<file path="src/rtl/led_seq_pkg.sv">
// Shared definitions for the LED status sequencer.
// Provides:
//   mode_t        - state/mode encoding (IDLE, TRAIN, DONE, RESULT)
//   MAX_BAR       - widest thermometer code the helper can produce
//   clog2w()      - ceil(log2(value)), never smaller than 1
//   thermometer() - k ones packed from bit 0 upward
package led_seq_pkg;

  typedef enum logic [1:0] {
    IDLE   = 2'd0,
    TRAIN  = 2'd1,
    DONE   = 2'd2,
    RESULT = 2'd3
  } mode_t;

  localparam int MAX_BAR = 64;

  // Counter width for a parameter value. A width of zero would make the
  // counter vanish, so the floor is one bit.
  function automatic int clog2w(input int value);
    int w;
    w = 1;
    while ((longint'(1) << w) < longint'(value)) begin
      w = w + 1;
    end
    return w;
  endfunction

  // Callers cast the result down to their own bar width.
  function automatic logic [MAX_BAR-1:0] thermometer(input int unsigned k);
    logic [MAX_BAR-1:0] t;
    t = '0;
    for (int i = 0; i < MAX_BAR; i++) begin
      if (i < int'(k)) begin
        t[i] = 1'b1;
      end
    end
    return t;
  endfunction

endpackage

</file>
<file path="src/rtl/led_run_stepper.sv">
// Running-light position generator shared by the IDLE and TRAIN modes.
// Ports:
//   clk, rst  - clock and asynchronous active-high reset
//   restart   - force position 0, step counter 0, direction up
//   run       - advance the step counter this cycle
//   fast      - 1 selects the TRAIN step length, 0 the IDLE step length
//   pos_next  - position that will be registered on this edge
// pos_next is exposed combinationally so the parent can register the LED
// pattern in the same edge as the position, keeping the output one clock
// behind the input event.
module led_run_stepper
  import led_seq_pkg::*;
#(
  parameter int N_LED      = 8,
  parameter int STEP_IDLE  = 2000000,
  parameter int STEP_TRAIN = 500000,
  parameter int RUN_BOUNCE = 0,
  localparam int POS_W     = clog2w(N_LED)
) (
  input  logic             clk,
  input  logic             rst,
  input  logic             restart,
  input  logic             run,
  input  logic             fast,
  output logic [POS_W-1:0] pos_next
);

  localparam int STEP_MAX = (STEP_IDLE > STEP_TRAIN) ? STEP_IDLE : STEP_TRAIN;
  localparam int STEP_W   = clog2w(STEP_MAX);
  localparam logic [POS_W-1:0] POS_LAST = POS_W'(N_LED - 1);

  logic [POS_W-1:0]  pos;
  logic [STEP_W-1:0] step_cnt;
  logic [STEP_W-1:0] step_next;
  logic [STEP_W-1:0] step_last;
  logic              going_down;
  logic              down_next;

  // Step counting and position movement. In bounce mode the direction flips
  // as the end LED is left, so each end LED is lit for a single step.
  always_comb begin
    pos_next  = pos;
    step_next = step_cnt;
    down_next = going_down;
    step_last = fast ? STEP_W'(STEP_TRAIN - 1) : STEP_W'(STEP_IDLE - 1);
    if (restart) begin
      pos_next  = '0;
      step_next = '0;
      down_next = 1'b0;
    end else if (run) begin
      if (step_cnt == step_last) begin
        step_next = '0;
        if (RUN_BOUNCE == 0) begin
          pos_next = (pos == POS_LAST) ? '0 : pos + POS_W'(1);
        end else if (going_down) begin
          if (pos == '0) begin
            down_next = 1'b0;
            pos_next  = POS_W'(1);
          end else begin
            pos_next = pos - POS_W'(1);
          end
        end else begin
          if (pos == POS_LAST) begin
            down_next = 1'b1;
            pos_next  = pos - POS_W'(1);
          end else begin
            pos_next = pos + POS_W'(1);
          end
        end
      end else begin
        step_next = step_cnt + STEP_W'(1);
      end
    end
  end

  always_ff @(posedge clk or posedge rst) begin
    if (rst) begin
      pos        <= '0;
      step_cnt   <= '0;
      going_down <= 1'b0;
    end else begin
      pos        <= pos_next;
      step_cnt   <= step_next;
      going_down <= down_next;
    end
  end

endmodule

</file>
<file path="src/rtl/led_status_sequencer.sv">
// LED status controller for the O/X classifier board.
// Drives an N_LED bank from the training/inference status signals with four
// prioritised modes: idle running light, fast training running light,
// completion flash with hold timer, and classification result bar.
// Ports:
//   clk, rst         - clock and asynchronous active-high reset
//   training_active  - level, training in progress
//   training_done    - level, only its rising edge matters
//   result_req       - pulse, snapshot class_bit/prob_pct and show result
//   result_clear     - pulse, leave RESULT for IDLE
//   class_bit        - NN decision (1 = O, 0 = X)
//   prob_pct         - probability of O in percent, clamped to 100
//   led              - registered LED drive
//   mode             - current mode (0 IDLE, 1 TRAIN, 2 DONE, 3 RESULT)
//   result_valid     - high while in RESULT
module led_status_sequencer
  import led_seq_pkg::*;
#(
  parameter int N_LED      = 8,
  parameter int STEP_IDLE  = 2000000,
  parameter int STEP_TRAIN = 500000,
  parameter int DONE_HOLD  = 50000000,
  parameter int BLINK_HALF = 12500000,
  parameter int LOW_PCT    = 40,
  parameter int HIGH_PCT   = 60,
  parameter int RUN_BOUNCE = 0
) (
  input  logic             clk,
  input  logic             rst,
  input  logic             training_active,
  input  logic             training_done,
  input  logic             result_req,
  input  logic             result_clear,
  input  logic             class_bit,
  input  logic [6:0]       prob_pct,
  output logic [N_LED-1:0] led,
  output logic [1:0]       mode,
  output logic             result_valid
);

  localparam int POS_W   = clog2w(N_LED);
  localparam int HOLD_W  = clog2w(DONE_HOLD);
  localparam int BLINK_W = clog2w(BLINK_HALF);
  localparam int PROD_W  = 7 + clog2w(N_LED);
  localparam int BAR_W   = N_LED - 1;

  mode_t              state;
  mode_t              state_next;
  logic               done_prev;
  logic               started;
  logic               done_rise;
  logic               snap_take;
  logic [HOLD_W-1:0]  hold_cnt;
  logic [HOLD_W-1:0]  hold_next;
  logic [BLINK_W-1:0] blink_cnt;
  logic [BLINK_W-1:0] blink_cnt_next;
  logic               blink_on;
  logic               blink_on_next;
  logic               snap_class;
  logic               snap_class_next;
  logic [6:0]         snap_p;
  logic [6:0]         snap_p_next;
  logic               run_mode;
  logic               run_restart;
  logic               blink_restart;
  logic [POS_W-1:0]   pos_next;
  logic [PROD_W-1:0]  prod;
  logic [PROD_W-1:0]  bar_len;
  logic [BAR_W-1:0]   bar;
  logic               low_conf;
  logic [N_LED-1:0]   led_next;

  assign mode = state;

  // Mode arbitration. The training_done edge outranks everything, training
  // outranks the result path except while the flash is held, and a clear
  // beats a simultaneous request.
  always_comb begin
    state_next = state;
    snap_take  = 1'b0;
    done_rise  = training_done & ~done_prev;
    if (done_rise) begin
      state_next = DONE;
    end else if (training_active && (state != DONE)) begin
      state_next = TRAIN;
    end else if ((state == RESULT) && result_clear) begin
      state_next = IDLE;
    end else if (result_req && ((state == IDLE) || (state == RESULT))) begin
      state_next = RESULT;
      snap_take  = 1'b1;
    end else if ((state == DONE) && (hold_cnt == HOLD_W'(DONE_HOLD - 1))) begin
      state_next = training_active ? TRAIN : IDLE;
    end
  end

  // The first cycle after reset counts as an entry so the running light
  // starts with a full-length step at bit 0.
  assign run_mode    = (state_next == IDLE) || (state_next == TRAIN);
  assign run_restart = run_mode && ((state_next != state) || !started);

  led_run_stepper #(
    .N_LED      (N_LED),
    .STEP_IDLE  (STEP_IDLE),
    .STEP_TRAIN (STEP_TRAIN),
    .RUN_BOUNCE (RUN_BOUNCE)
  ) u_stepper (
    .clk      (clk),
    .rst      (rst),
    .restart  (run_restart),
    .run      (run_mode),
    .fast     (state_next == TRAIN),
    .pos_next (pos_next)
  );

  // Hold timer, result snapshot and blink phase. The blink restarts with the
  // bar visible both on entry to RESULT and on every resnapshot.
  always_comb begin
    hold_next       = hold_cnt;
    snap_class_next = snap_class;
    snap_p_next     = snap_p;
    blink_cnt_next  = blink_cnt;
    blink_on_next   = blink_on;
    blink_restart   = (state_next == RESULT) && ((state != RESULT) || snap_take);

    if (done_rise) begin
      hold_next = '0;
    end else if (state_next == DONE) begin
      hold_next = hold_cnt + HOLD_W'(1);
    end

    if (snap_take) begin
      snap_class_next = class_bit;
      snap_p_next     = (prob_pct > 7'd100) ? 7'd100 : prob_pct;
    end

    if (blink_restart) begin
      blink_cnt_next = '0;
      blink_on_next  = 1'b1;
    end else if (state_next == RESULT) begin
      if (blink_cnt == BLINK_W'(BLINK_HALF - 1)) begin
        blink_cnt_next = '0;
        blink_on_next  = ~blink_on;
      end else begin
        blink_cnt_next = blink_cnt + BLINK_W'(1);
      end
    end
  end

  // LED pattern for the mode being entered. The bar length is
  // 1 + floor(p*(N_LED-2)/100), giving 1..N_LED-1 lit bar LEDs.
  always_comb begin
    prod     = PROD_W'(snap_p_next) * PROD_W'(N_LED - 2);
    bar_len  = (prod / PROD_W'(100)) + PROD_W'(1);
    bar      = BAR_W'(thermometer(32'(bar_len)));
    low_conf = (snap_p_next >= 7'(LOW_PCT)) && (snap_p_next <= 7'(HIGH_PCT));
    led_next = '0;
    case (state_next)
      IDLE, TRAIN: led_next = N_LED'(1) << pos_next;
      DONE:        led_next = '1;
      RESULT: begin
        led_next[N_LED-1]   = snap_class_next;
        led_next[BAR_W-1:0] = (low_conf && !blink_on_next) ? '0 : bar;
      end
      default:     led_next = '0;
    endcase
  end

  always_ff @(posedge clk or posedge rst) begin
    if (rst) begin
      state        <= IDLE;
      done_prev    <= 1'b0;
      started      <= 1'b0;
      hold_cnt     <= '0;
      blink_cnt    <= '0;
      blink_on     <= 1'b0;
      snap_class   <= 1'b0;
      snap_p       <= '0;
      led          <= '0;
      result_valid <= 1'b0;
    end else begin
      state        <= state_next;
      done_prev    <= training_done;
      started      <= 1'b1;
      hold_cnt     <= hold_next;
      blink_cnt    <= blink_cnt_next;
      blink_on     <= blink_on_next;
      snap_class   <= snap_class_next;
      snap_p       <= snap_p_next;
      led          <= led_next;
      result_valid <= (state_next == RESULT);
    end
  end

endmodule

</file>
<file path="config.mk">
export PLATFORM = sky130hd
export DESIGN_NAME = led_status_sequencer
export DESIGN_NICKNAME = d
export VERILOG_FILES = /design/src/rtl/led_seq_pkg.sv /design/src/rtl/led_run_stepper.sv /design/src/rtl/led_status_sequencer.sv
export SDC_FILE = /design/constraint.sdc
export NUM_CORES = 1
export LEC_CHECK = 0
export BUFFER_PORTS_ARGS = -buffer_cell sky130_fd_sc_hd__buf_2
export CAP_MARGIN = 25
export CORE_ASPECT_RATIO = 1.1
export CORE_MARGIN = 5
export CORE_UTILIZATION = 60
export DETAILED_ROUTE_END_ITERATION = 12
export PLACE_DENSITY = 0.78
export SYNTH_ARGS = -nofsm -noshare
export SYNTH_HDL_FRONTEND = slang
export SYNTH_SLANG_ARGS = --single-unit
</file>
<file path="constraint.sdc">
create_clock -name clk -period 9.9 [get_ports clk]
set_clock_uncertainty 0.1 [all_clocks]
set_input_delay 0.495 -clock clk [delete_from_list [all_inputs] [get_ports clk]]
set_output_delay 0.495 -clock clk [all_outputs]
set_load 0.05 [all_outputs]
</file>
==> results of run 1 <==
## cells by family after synthesis
| family | count (synthesis) |
|---|---|
| AO/OA/AOI/OAI | 118 |
| AND/OR/NAND/NOR | 300 |
| other | 1 |
| flip-flops | 96 |
| buffers and inverters | 44 |
| adder cells (fa/ha/maj) | 24 |
| XOR/XNOR | 63 |
| multiplexers | 8 |
## synthesized netlist by cell type (all sizes together) (6+ instances only)
| master | count |
|---|---|
| dfrtp | 96 |
| nor2 | 88 |
| nand2 | 64 |
| xor2 | 45 |
| o21ai | 37 |
| nand3 | 32 |
| ha | 23 |
| a21oi | 21 |
| inv | 21 |
| nor3 | 20 |
| nand4 | 19 |
| xnor2 | 18 |
| clkbuf | 17 |
| or3 | 14 |
| and3 | 10 |
| nor4 | 10 |
| o31ai | 7 |
| and2 | 6 |
| buf | 6 |
## metrics by stage
step	hold slack, ps	worst slack (ps)	utilization [%]
finish	133	3300	66.4
global route	119	2760	66.4
CTS	118	3360	66.4
detailed placement	392	3270	64.0
global placement	367	3170	63.8
floorplan	336	4090	-
## routing by layer
| layer | vias to the layer above | wire length [um] | part of all wire (%) | GRT usage, % |
|---|---|---|---|---|
| li1 | 2354 | - | - | - |
| met1 | 2367 | 5490 | 44 | 28.4 |
| met2 | 97 | 6430 | 51 | 38.6 |
| met3 | 26 | 388 | 3.1 | 3.62 |
| met4 | 0 | 293 | 2.3 | 9.33 |
| met5 | - | 0 | 0 | 0 |
## state kept, by name (all words and copies together) (netlist names)
register	flops
blink_on	1
started	1
u_stepper.pos	3
snap_class	1
done_prev	1
blink_cnt	24
snap_p	7
u_stepper.step_cnt	21
led	8
hold_cnt	26
result_valid	1
mode	2
## where the power goes
part,total (mW),internal (mW),switching (mW)
registers,0.465,0.439,0.0257
logic,1.28,0.445,0.833
clock network,0.287,0.150,0.137
total,2.03,1.03,0.995
## worst reg2reg max path: stages (launching register included)
cell	delay (ps)
dfrtp_1	460
ha_1	290
and2_4	180
nor2_1	150
nand2_1	250
o21ai_0	560
inv_1	90
ha_1	440
a21oi_2	270
nand2_1	120
a221o_1	350
xnor2_1	650
a21oi_1	240
or4_4	610
o2111ai_1	150
o31ai_2	150
or2_1	290
ha_1	250
and3_1	180
a31oi_1	160
o21ai_1	110
o221ai_1	280
a21boi_1	210
## layout make-up
cell class	count	area [um^2]	area share (%)
Multi-Input combinational cell	514	3260	52.0
Sequential cell	96	2400	38.3
Timing Repair Buffer	28	160	2.55
Tap cell	117	146	2.33
Clock buffer	12	145	2.31
Inverter	21	80.1	1.28
Clock inverter	4	76.3	1.22
## timing repair
action	CTS	global route
endpoints found under the hold margin	23	0
hold buffers	1	0
resized for setup	0	0
endpoints found under the setup margin	0	0
## how the worst min path moves through the flow
stage	end	slack (ps)	cells past startpoint
2_1_floorplan	snap_class	340	2
3_3_place_gp	snap_class	370	2
3_5_place_dp	hold_cnt[18]	390	2
4_1_cts	done_prev	120	1
5_1_grt	done_prev	120	1
6_report	done_prev	130	1
==> run summary, run 1 <==
Area contributors post-synth: dfrtp_1 (41%), xor2_1 (6.8%), nor2_1 (5.7%), ha_1 (4.9%), nand2_1 (4.1%)
Yosys top cell by area: dfrtp_1
vias per inst: 6.12
share of layout cells above drive strength 1: 9.19%
Initial Utilization: 61.8%
Synth Net Count: 692
vias in the first global route: 4,873
Rel. slew slack: 39.3%
die height: 113 um
drc violations: 0
I/O pins: 25
grt total ovfl: 0
clk sinks: 96
crit path from: mode[0]
final setup violation count: 0
largest net degree at the start of global routing: 74
die extent in x: 104 um
DR WL/cell: 15.9 um
outcome: complete, no violations
flop2flop setup slack: 3300 ps
TritonCTS clock tree: built
Crit-path slowest cell: xnor2_1
commonest non-fill, non-tap cells in the layout: dfrtp_1 (96), nor2_1 (88), nand2_1 (64), xor2_1 (45), o21ai_0 (33)
post-synthesis adder-cell area fraction: 5.27%
Yosys top cell area share: 41.2%
Synth Area in Compound Gates: 13.5%
Root Driver: clkbuf_8
clk_lat worst skew: 370 ps
largest family of logic cells by synthesized area: simple AND/OR/NAND/NOR gates
initial DRC count: 225
min-delay worst type: primary input to flop
Cell Area, Synth: 0.00584 mm^2
hold_sp: training_done
number of port buffers: 24
ys async rst share: 100%
initial antenna violation count: 0
RD Place Congestion: 0.885
ANT nets after route: 0
Synth Warn #: 0
reg2reg path depth: 22
Num CTS Buffers: 9
ant diodes: 0
Tcrit/Tclk final: 66.7%
EDFF count, synth: 0
power density over cell area: 324 mW/mm^2
Slowest Stage Delay on Critical Path: 650 ps
CP Capture Type: flop
Syn Area/Cell: 8.92 um^2
global-route wire length before repair: 22,300 um
RR Startpoint: mode[0]
RR Endpoint: led[3]
critical path class: flop to flop
family with the most delay on the worst path: compound AO/OA/AOI/OAI gates
Core Region: 0.00944 mm^2
CP arrival: 6790 ps
Crit Path Max Fanout: 12
post-detail-place hpwl: 9280 um
most common cell after layout, fill and taps aside: dfrtp_1
Netlist cell types: 74
WL final: 12,600 um
critical path required time: 10,090 ps
max capacitance violation total: 0
Max Clk Rate: 0.151 GHz
Reg clk slew, reported paths: 90 ps
CTS max path bufs: 2
Die Area: 0.0118 mm^2
setup TNS: 0 ps
Global Route Usage Sum: 22.5%
Max VDD drop: 0.456 mV
cell breakdown of the critical path: ha_1 > and2_4 > nor2_1 > nand2_1 > o21ai_0 > inv_1 > ha_1 > a21oi_2 > nand2_1 > a221o_1 > xnor2_1 > a21oi_1 > or4_4 > o2111ai_1 > o31ai_2 > or2_1 > ha_1 > and3_1 > a31oi_1 > o21ai_1 > o221ai_1 > a21boi_1
via count: 4,844
Rows: 37
# fillers: 805
DP Area: 0.00604 mm^2
mux contribution to synthesized area: 1.50%
Primary FF master, synth: dfrtp_1
First-pass DRT Iterations: 5
Placed Cells: 775
design area: 0.00627 mm^2
#FFs+latches synth: 96
P&R area growth vs syn: 7.46%
crit path buf inv count: 1
CP most frequent cell: ha_1
final max-slew violation count: 0
RSZ-0062 raised after global routing: no
post-synthesis sequential area ratio: 41.2%
H-Tree Depth: 3
XOR/XNOR share of the synthesized area: 9.46%
startpoint types: flop
Synth Area in Simple Gates: 26.0%
minimum clock period: 6600 ps
Mapped Cells: 654
Overall Power: 2.03 mW
WP depth: 22
Worst Setup EP: led[3]
Pleak: 2.74 nW
Non-Filler Instances: 792
worst slew pin tran: 911 ps
Fin. Hold Viols: 0
nets@finish: 708
Post-CTS Setup Bufs: 0
No activity file was read; power rests on OpenSTA's default activity.
==> run 2: changes to the inputs <==
CORE_UTILIZATION = 56   (was 60)
PLACE_DENSITY = 0.76   (was 0.78)
clock period = 5.5 ns   (was 9.9 ns; I/O delays follow)
==> run summary, run 2 (synthesized netlist as in run 1, its figures left out) <==
outcome: complete, no violations
TritonCTS clock tree: built
Core Region: 0.0103 mm^2 (+9.0%)
Tcrit/Tclk final: 98.8% (+32 points)
power density over cell area: 672 mW/mm^2 (+110%)
ANT nets after route: 0 (unchanged)
vias per inst: 5.97 (-2.4%)
Non-Filler Instances: 847 (+6.9%)
Initial Utilization: 56.7% (-5.1 points)
Max VDD drop: 0.952 mV (+110%)
Slowest Stage Delay on Critical Path: 560 ps (-90 ps)
Root Driver: clkbuf_16
Placed Cells: 819 (+5.7%)
final setup violation count: 0 (unchanged)
P&R area growth vs syn: 17.2%
CP Capture Type: flop
worst slew pin tran: 796 ps (-115 ps)
minimum clock period: 5430 ps (-1170 ps)
critical path class: flop to flop
commonest non-fill, non-tap cells in the layout: dfrtp_1 (94), nor2_1 (87), nand2_1 (61), xor2_1 (44)
startpoint types: flop
family with the most delay on the worst path: compound AO/OA/AOI/OAI gates
Reg clk slew, reported paths: 60 ps (-30 ps)
top flop regs: hold_cnt x26, blink_cnt x24, u_stepper.step_cnt x21
H-Tree Depth: 3 (unchanged)
largest net degree at the start of global routing: 52 (-30%)
ant diodes: 0 (unchanged)
Num CTS Buffers: 9 (unchanged)
initial DRC count: 292 (+30%)
global-route wire length before repair: 22,600 um (+1.4%)
Die Area: 0.0126 mm^2 (+6.5%)
Crit-path slowest cell: or4_4
min-delay worst type: primary input to flop
max capacitance violation total: 0 (unchanged)
final max-slew violation count: 0 (unchanged)
post-detail-place hpwl: 9580 um (+3.3%)
Pleak: 2.95 nW (+7.6%)
I/O pins: 25 (unchanged)
nets@finish: 737 (+4.1%)
die extent in x: 107 um (+3.2%)
cell breakdown of the critical path: ha_4 > nand2_2 > nor2_4 > nand2_2 > buf_6 > a22o_4 > ha_4 > fa_2 > nand3_2 > nand2_2 > a221o_2 > xnor2_2 > a21oi_1 > or4_4 > o21a_1 > o21ai_2 > or2_4 > ha_4 > and3_4 > o211ai_1 > o21ai_2 > o221ai_2 > a21boi_2
share of layout cells above drive strength 1: 18.5% (+9.3 points)
Largest register FFs: 26 (unchanged)
Setup WS post-layout: 65.3 ps (-3230 ps)
footprint of the multi-input gates: 0.00352 mm^2 (+8.0%)
Crit Path Max Fanout: 5 (-7)
crit path buf inv count: 1 (unchanged)
worst hold slack: 90.7 ps (-42.6 ps)
clk_lat worst skew: 350 ps (-20 ps)
RD Place Congestion: 0.911 (+2.9%)
setup TNS: 0 ps (unchanged)
CTS max path bufs: 2 (unchanged)
Largest Register: hold_cnt
DR WL/cell: 16.5 um (+3.6%)
clk sinks: 96 (unchanged)
initial antenna violation count: 0 (unchanged)
Place WS: -123 ps (-3390 ps)
Max Clk Rate: 0.184 GHz (+22%)
grt total ovfl: 0 (unchanged)
WL final: 14,000 um (+11%)
First-pass DRT Iterations: 4 (-1)
register area: 0.00240 mm^2 (+0.10%)
CP arrival: 5530 ps (-1260 ps)
via count: 5,055 (+4.4%)
Global Route Usage Sum: 22.4% (-0.13 points)
vias in the first global route: 4,961 (+1.8%)
most common cell after layout, fill and taps aside: dfrtp_1
# fillers: 840 (+4.3%)
drc violations: 0 (unchanged)
Rel. slew slack: 46.8% (+7.5 points)
critical path required time: 5600 ps (-4490 ps)
Rows: 39 (+5.4%)
number of port buffers: 24 (unchanged)
die height: 117 um (+3.2%)
Fin. Hold Viols: 0 (unchanged)
==> run 2: cell type report <==
class / count / share of cell area (%)
Sequential cell: 96 / 35.2
Clock inverter: 2 / 0.238
Tap cell: 143 / 2.62
Inverter: 21 / 1.17
Timing Repair Buffer: 57 / 5.62
Multi-Input combinational cell: 514 / 51.5
Clock buffer: 14 / 3.71
==> run 2: routing by layer <==
metal,track usage (%),up-vias,routed length [um]
li1,-,2416,-
met1,27.3,2469,5850
met2,39.0,127,7140
met3,3.95,43,490
met4,10.2,0,478
met5,0,-,0
==> run 2: where the power goes <==
part	internal, mW	switching [mW]
Clock	0.321	0.259
Sequential	0.792	0.0516
Combinational	1.26	1.91
Total	2.38	2.22
==> run 2: metrics by stage <==
step | cell area, um^2 | util [%] | power (mW)
floorplan | 5840 | - | 2.65
global placement | 6200 | 60.3 | 3.19
detailed placement | 6200 | 60.3 | 3.24
CTS | 6540 | 63.5 | 3.95
global route | 6840 | 66.4 | 4.87
finish | 6840 | 66.4 | 4.60
==> run 2: worst min-delay path, cell delays in order <==
cell     delay (ps)
buf_2            90
nand2_1          60
nand2_1          80
==> run 2: what timing repair did <==
item,CTS,global route
setup buffers,1,8
pin swaps,2,23
gates resized for setup,7,48
endpoints found under the hold margin,46,0
cloned,0,1
endpoints found under the setup margin,6,6
hold buffers,2,0
==> run 2: path summary, 6_finish.rpt <==
path,startpoint,slack (ps),cells past startpoint,endpoint
setup / recovery,mode[1],70,23,led[3]
hold / removal,class_bit,90,3,snap_class
setup reg to reg,mode[1],70,23,led[3]
max in group asynchronous,rst,3650,4,mode[0]
min in group asynchronous,rst,490,3,blink_cnt[23]
hold reg to reg,snap_class,380,2,snap_class
